<file path="src/rtl/led_fade_driver.sv">
// Per-LED PWM fade stage: turns on/off requests into linear ramps and drives the board pins.
// Optional build macro LED_GAMMA_EN squares the duty before the PWM compare.
`timescale 1ns/1ps
module led_fade_driver #(
  parameter int N_LED        = 4,
  parameter int PWM_BITS     = 8,
  parameter int STEP_PERIODS = 24,
  parameter bit ACTIVE_LOW   = 1'b1
) (
  input  logic             clk,
  input  logic             rst_n,
  input  logic [N_LED-1:0] led_in,
  output logic [N_LED-1:0] led_out,
  output logic             busy
);

  localparam logic [PWM_BITS-1:0] PWM_MAX = '1;
  localparam int STEP_W = (STEP_PERIODS > 1) ? $clog2(STEP_PERIODS) : 1;
  localparam logic [STEP_W-1:0] STEP_LAST = STEP_W'(STEP_PERIODS - 1);
`ifdef LED_GAMMA_EN
  localparam int SQ_W = 2 * PWM_BITS;
`endif

  typedef enum logic [1:0] {
    ST_OFF,
    ST_RISE,
    ST_ON,
    ST_FALL
  } fade_state_e;

  logic [PWM_BITS-1:0] r_pwm_cnt;
  logic [STEP_W-1:0]   r_step_cnt;
  logic                w_pwm_wrap;
  logic                w_step_tick;

  fade_state_e         r_state     [N_LED];
  fade_state_e         w_state_nxt [N_LED];
  logic [PWM_BITS-1:0] r_duty      [N_LED];
  logic [PWM_BITS-1:0] w_duty_nxt  [N_LED];
  logic [PWM_BITS-1:0] w_eff_duty  [N_LED];
`ifdef LED_GAMMA_EN
  logic [SQ_W-1:0]     w_duty_sq   [N_LED];
`endif

  logic [N_LED-1:0]    w_lit;
  logic [N_LED-1:0]    w_fading;
  logic [N_LED-1:0]    r_led_out;
  logic                r_busy;

  assign w_pwm_wrap  = (r_pwm_cnt == PWM_MAX);
  assign w_step_tick = w_pwm_wrap && (r_step_cnt == STEP_LAST);

  // NOTE: sequential state uses non-blocking assignments so every flop samples pre-edge values.
  always_ff @(posedge clk or negedge rst_n) begin
    if (!rst_n) begin
      r_pwm_cnt  <= '0;
      r_step_cnt <= '0;
    end else begin
      r_pwm_cnt <= r_pwm_cnt + PWM_BITS'(1);
      if (w_step_tick) begin
        r_step_cnt <= '0;
      end else if (w_pwm_wrap) begin
        r_step_cnt <= r_step_cnt + STEP_W'(1);
      end
    end
  end

  // NOTE: hold-value defaults come first so every path assigns both outputs and no latch forms.
  always_comb begin : fsm_next
    for (int i = 0; i < N_LED; i++) begin
      w_state_nxt[i] = r_state[i];
      w_duty_nxt[i]  = r_duty[i];
      unique case (r_state[i])
        ST_OFF: begin
          if (led_in[i]) w_state_nxt[i] = ST_RISE;
        end
        ST_RISE: begin
          // A reversal outranks a coincident step: duty is frozen on that clock.
          if (!led_in[i]) begin
            w_state_nxt[i] = ST_FALL;
          end else if (w_step_tick) begin
            if (r_duty[i] == PWM_MAX) w_state_nxt[i] = ST_ON;
            else                      w_duty_nxt[i]  = r_duty[i] + PWM_BITS'(1);
          end
        end
        ST_ON: begin
          if (!led_in[i]) w_state_nxt[i] = ST_FALL;
        end
        ST_FALL: begin
          if (led_in[i]) begin
            w_state_nxt[i] = ST_RISE;
          end else if (w_step_tick) begin
            if (r_duty[i] == '0) w_state_nxt[i] = ST_OFF;
            else                 w_duty_nxt[i]  = r_duty[i] - PWM_BITS'(1);
          end
        end
      endcase
    end
  end

  // NOTE: the per-channel arrays are a handful of flops, not a RAM, so they take the async reset.
  always_ff @(posedge clk or negedge rst_n) begin
    if (!rst_n) begin
      for (int i = 0; i < N_LED; i++) begin
        r_state[i] <= ST_OFF;
        r_duty[i]  <= '0;
      end
    end else begin
      for (int i = 0; i < N_LED; i++) begin
        r_state[i] <= w_state_nxt[i];
        r_duty[i]  <= w_duty_nxt[i];
      end
    end
  end

  always_comb begin : eff_duty_calc
    for (int i = 0; i < N_LED; i++) begin
`ifdef LED_GAMMA_EN
      w_duty_sq[i]  = SQ_W'(r_duty[i]) * SQ_W'(r_duty[i]);
      w_eff_duty[i] = w_duty_sq[i][SQ_W-1:PWM_BITS];
`else
      w_eff_duty[i] = r_duty[i];
`endif
    end
  end

  // ON drives a solid level; only the ramp states are modulated.
  always_comb begin : lit_calc
    for (int i = 0; i < N_LED; i++) begin
      w_fading[i] = (r_state[i] == ST_RISE) || (r_state[i] == ST_FALL);
      unique case (r_state[i])
        ST_OFF:  w_lit[i] = 1'b0;
        ST_ON:   w_lit[i] = 1'b1;
        default: w_lit[i] = (r_pwm_cnt < w_eff_duty[i]);
      endcase
    end
  end

  always_ff @(posedge clk or negedge rst_n) begin
    if (!rst_n) begin
      r_led_out <= {N_LED{ACTIVE_LOW}};
      r_busy    <= 1'b0;
    end else begin
      r_led_out <= w_lit ^ {N_LED{ACTIVE_LOW}};
      r_busy    <= |w_fading;
    end
  end

  assign led_out = r_led_out;
  assign busy    = r_busy;

endmodule

</file>
<file path="config.mk">
export PLATFORM = sky130hd
export DESIGN_NAME = led_fade_driver
export DESIGN_NICKNAME = d
export VERILOG_FILES = /design/src/rtl/led_fade_driver.sv
export SDC_FILE = /design/constraint.sdc
export NUM_CORES = 1
export LEC_CHECK = 0
export CORE_ASPECT_RATIO = 0.6
export CORE_MARGIN = 3
export CORE_UTILIZATION = 29
export CTS_CLUSTER_SIZE = 24
export DETAILED_ROUTE_END_ITERATION = 16
export DONT_BUFFER_PORTS = 1
export PLACE_DENSITY_LB_ADDON = 0.1
export RECOVER_POWER = 25
export SYNTH_ARGS = -nofsm -noshare
export SYNTH_HDL_FRONTEND = slang
export SYNTH_SLANG_ARGS = --single-unit
</file>
<file path="constraint.sdc">
create_clock -name clk -period 3.8 [get_ports clk]
set_clock_uncertainty 0.2 [all_clocks]
set_input_delay 0.57 -clock clk [delete_from_list [all_inputs] [get_ports clk]]
set_output_delay 0.57 -clock clk [all_outputs]
set_load 0.02 [all_outputs]
</file>
After elaboration in Yosys (flattened, before gate mapping)
Cells that the tools add are included.
Storage, ports and cells
  flip-flop bits (word level): 58
  bits of input ports: 6
  output and inout port bits: 5
  logic and storage cells: 190
Operators by class
  add/subtract/negate cells: 10
  order comparisons: 4
  equality and inequality tests: 66
  mux-type cells: 70
  bitwise gates (word level): 1
  reductions and logical operators: 27
Operators by type and width (number)
  two-way mux 8 bit: 24
  two-way mux 2 bit: 32
  inequality test 2 bit (second input constant): 32
  one-hot mux 8 bit (2 select lines): 4
  inequality test 3 bit (second input constant): 16
  adder 8 x 1 -> 8 bit (second input constant): 5
  equality test 8 bit (second input constant): 5
  zero test 8 bit: 4
  < comparator 8 bit: 4
  one-hot mux 2 bit (4 select lines): 4
  subtractor 8 x 1 -> 8 bit (second input constant): 4
  AND reduction 7 bit: 4
  AND reduction 6 bit: 4
  equality test 2 bit (second input constant): 8
  two-way mux 5 bit: 2
  nonzero test 2 bit: 5
  equality test 2 x 1 -> 1 bit (second input constant): 4
  zero test 2 bit: 4
  one-hot mux 1 bit (2 select lines): 4
  adder 5 x 1 -> 5 bit (second input constant): 1
  equality test 5 bit (second input constant): 1
  logical OR 1 bit: 4
  NOT 4 bit: 1
  OR reduction 4 bit: 1
  logical AND 1 bit: 1

Logic depth before layout (Yosys ltp)
  depth in word-level cells: 5
  gate-level depth with buffers: 11
  mapped depth without buffers: 9

Worst setup path before layout
No wires, ideal clock.
  path kind: reg2reg
  from: register r_state[5] in the netlist's numbering
  to: register r_duty[22] in the netlist's numbering
  library setup time: 0.081 ns
  arrival: 2.350 ns
  required time: 3.519 ns
  setup slack: 1.169 ns
  stages on the path, launching flop included: 11
  path through: dfrtp_1 > ha_1 > clkbuf_1 > clkbuf_1 > xor2_1 > ha_1 > inv_1 > o31ai_1 > a22oi_1 > o311ai_1 > xnor2_1
Between the ends
  cells in the longest elaborated chain, start to end: 3
  elaborated cells between the ends (all ways): 11
Ends and longest elaborated chain
  start: declaration: RTL line 36  | fade_state_e r_state [N_LED];
  start signal: indexed assignment: RTL line 110  | r_state[i] <= w_state_nxt[i];
  equality test 2 bit / equality test 2 x 1 -> 1 bit (equally long branches): RTL line 73  | unique case (r_state[i])
  inequality test 2 bit (no source line) / nonzero test 2 bit (equally long branches)
  AND reduction 7 bit (no source line)
  end signal: indexed assignment: RTL line 111  | r_duty[i] <= w_duty_nxt[i];
  end: declaration: RTL line 38  | logic [PWM_BITS-1:0] r_duty [N_LED];
Parallel ways exist; a longest one is shown, timed or not.
A chain may end at the register's enable or synchronous reset.

Worst setup path after layout
  from: register r_pwm_cnt[1]
  to: register r_duty[5] in the netlist's numbering
Between the ends
  cells in the longest elaborated chain, start to end: 4
  elaborated cells between the ends (all ways): 5
Ends and longest elaborated chain
  start: declaration: RTL line 31  | logic [PWM_BITS-1:0] r_pwm_cnt;
  start signal: assignment: RTL line 59  | r_pwm_cnt <= r_pwm_cnt + PWM_BITS'(1);
  equality test 8 bit (*): RTL line 50  | assign w_pwm_wrap = (r_pwm_cnt == PWM_MAX);
  logical AND 1 bit (*): RTL line 51  | assign w_step_tick = w_pwm_wrap && (r_step_cnt == STEP_LAST);
  inequality test 2 bit (no source line)
  AND reduction 7 bit (no source line) (*)
Every way passes the cells marked *; elsewhere a longest branch is shown, timed or not.

==> flow_metrics.py <==
metrics = {
    "drt": {
        "wl_per_cell_um": 15.8,
        "viasPerCell": 5.07,
        "vias": 3751,
        "drtPass1Iterations": 4,
        "antenna_left": 0,
        "drt-total-wl_mm": 11.7,
        "drt-initial-drc-count": 217,
        "post-route-drc-count": 0,
    },
    "clock_tree": {
        "cts_buffer_depth": 2,
        "clkSinkCount": 58,
        "hold_buffers": 2,
        "cts_tree": "yes",
        "clkTransAtPathRegs_ns": 0.06,
        "clk_latency_ns": 0.34,
        "cts_root_buffer": "clkbuf_16",
        "cts_max_level": 3,
        "post-cts-setup-buffers": 0,
        "cts_buffers": 9,
        "cts_resized": 0,
    },
    "floorplan": {
        "core_um2": 15600,
        "dieArea_um2": 17800,
        "die_w_um": 170,
        "initial_core_util_pct": 30.1,
        "die_h_um": 105,
        "std_cell_rows": 35,
        "pin_count": 11,
    },
    "final_layout": {
        "drive_gt1_share_pct": 8.57,
        "final_common_cell": "ha_1",
        "final_cell_mix": "ha_1, dfrtp_1, nand2_1",
        "num-nets-final": 596,
        "syn_to_final_growth_pct": 10.9,
        "instances_no_fill": 740,
        "antennaDiodeCount": 0,
    },
    "timing": {
        "finalCritPeriodShare_pct": 75.0,
        "holdWs_ns": 0.294,
        "min_period_ns": 2.85,
        "finalHoldViolCount": 0,
        "slew_headroom_pct": -5.41,
        "fin_tns_setup_ns": 0,
        "timing.fmax_mhz": 351,
        "maxSlewViolCount": 59,
        "worst_pin_slew_ns": 1.58,
        "setup_viol": 0,
        "fin_ws_ns": 0.950,
        "rsz0062_at_grt": "no",
    },
    "worst_setup_path": {
        "r2r-end": "r_duty[5]",
        "reg2reg_depth": 7,
        "worstReg2RegStart": "r_pwm_cnt[1]",
        "crit_start": "r_pwm_cnt[1]",
        "worstSetupPathType": "reg -> reg",
        "r2r_slack_ns": 0.95,
        "cp.required_ns": 3.82,
        "crit_end": "r_duty[5]",
        "startpoint_type": "register",
        "crit_path_end_kind": "register",
        "cp_max_fo": 9,
        "cp.arrival_ns": 2.87,
    },
    "worst_hold_path": {
        "hold_depth": 2,
        "hp-class": "in -> reg",
    },
    "global_route": {
        "antenna_found_initial": 0,
        "first_global_vias": 3534,
        "grt.overflow.total": 0,
        "grt_pass1_wl_mm": 19.5,
        "grt_max_degree": 59,
        "groute.usage.overall_pct": 13.6,
    },
    "logic_synthesis": {
        "postSynthCellCount": 534,
        "synth-main-ff-cell": "dfrtp_1",
        "synth_enable_flop_cells": 0,
        "synthArstFlopShare_pct": 100,
        "avgSynthCellArea_um2": 8.80,
        "synth_area_um2": 4700,
        "synth-seq-area-share_pct": 31.0,
        "synth.distinct_cells": 65,
        "syn_nets": 598,
        "yosysWarnings": 0,
        "ys_ff_latch": 58,
    },
    "run": {
        "max-cap-violations": 1,
    },
    "placement": {
        "hpwl_mm": 8.47,
        "port_buffers": 0,
        "place_congestion": 0.762,
        "place_ws_ns": 0.979,
        "place_inst": 722,
    },
    "status": {
        "violations": "max-capacitance violations, max-slew violations",
        "status": "finished, violations left",
    },
    "pwr": {
        "p_leak_uw": 0.00229,
        "max-vdd-ir-drop_v": 0.000248,
        "power_density_nw_per_um2": 872,
    },
}
layout make-up:
class | count | area [um2]
inverters | 46 | 173
repair buffers | 8 | 60.1
flip-flops and latches | 58 | 1460
fillers | 1618 | 10400
clock buffers | 13 | 250
clock inverters | 3 | 40.0
multi-input cells | 409 | 2980
well taps | 203 | 254
metal layers:
| layer | share of wire [%] | vias to the layer above | track usage, % | wire (um) |
|---|---|---|---|---|
| li1 | - | 1881 | - | - |
| met1 | 58 | 1795 | 22.2 | 6830 |
| met2 | 38 | 66 | 17.5 | 4440 |
| met3 | 3.2 | 9 | 3.25 | 371 |
| met4 | 0.58 | 0 | 2.95 | 68 |
| met5 | 0 | - | 0 | 0 |
per-stage QoR:
step / util, % / total power [uW] / cell area (um2)
global placement: 31.5 / 3680 / 4910
floorplan: - / 3120 / 4700
detailed placement: 31.5 / 3680 / 4910
global route: 33.4 / 4970 / 5210
CTS: 33.6 / 4570 / 5230
finish: 33.4 / 4540 / 5210
worst min-delay path by stage:
stage | slack (ns) | startpoint | to
floorplan | 0.07 | rst_n | busy
global placement | 0.08 | rst_n | r_duty[23]
detailed placement | 0.08 | rst_n | r_duty[23]
CTS | 0.28 | led_in[1] | r_state[4]
global route | 0.29 | led_in[1] | r_state[4]
finish | 0.29 | led_in[1] | r_state[4]
critical path, cell delays in order, from the launching register on:
cell and delay, ns:
dfrtp_1 0.47, ha_1 0.30, nand3_1 0.22, or3_2 0.60, a211oi_1 0.23, o211a_1 0.39
o21ai_0 0.17, xnor2_1 0.15
logic make-up (layout without fill, tap and decap cells):
family | after synthesis | count (layout) | share of synthesized area [%]
buffers and inverters | 67 | 70 | 5.62
xor gates and xnor gates | 50 | 50 | 9.32
adders and majority gates | 58 | 58 | 15.4
AOI/OAI and AO/OA | 128 | 128 | 17.9
muxes | 11 | 11 | 2.53
and+or+nand+nor | 162 | 162 | 18.1
DFF | 58 | 58 | 31.0
power breakdown:
part / switching [uW] / leakage (uW) / internal, uW
clock: 305 / 0.000144 / 524
combinational: 1320 / 0.00145 / 1040
sequential: 460 / 0.000693 / 890
state kept, by name (all words and copies together), names as in the netlist:
name / flops
r_duty: 32
r_pwm_cnt: 8
r_state: 8
r_step_cnt: 5
led_out: 4
busy: 1
cells in the mapped netlist (all sizes together) (3+ instances only):
cell,n,area (um2)
a21boi,4,30.0
o211ai,7,52.6
xor2,14,123
nand3,18,90.1
a21oi,23,123
a21o,16,120
mux2i,4,40.0
nand3b,3,22.5
nor3,5,36.3
nor4,3,18.8
o21ai,35,179
dfstp,4,105
a41oi,4,35.0
mux2,7,78.8
nand2b,9,56.3
o31ai,3,22.5
inv,46,173
a211oi,10,85.1
o21a,3,22.5
nand4,12,81.3
o22ai,3,18.8
nor2,34,128
or4,5,45.0
and3,3,21.3
ha,58,726
and4,4,36.3
xnor2,36,315
buf,4,27.5
a31oi,8,50.1
clkbuf,17,63.8
dfrtp,54,1350
nor2b,5,31.3
nand2,47,176
or3,4,26.3
(Power assumes the default switching activity.)
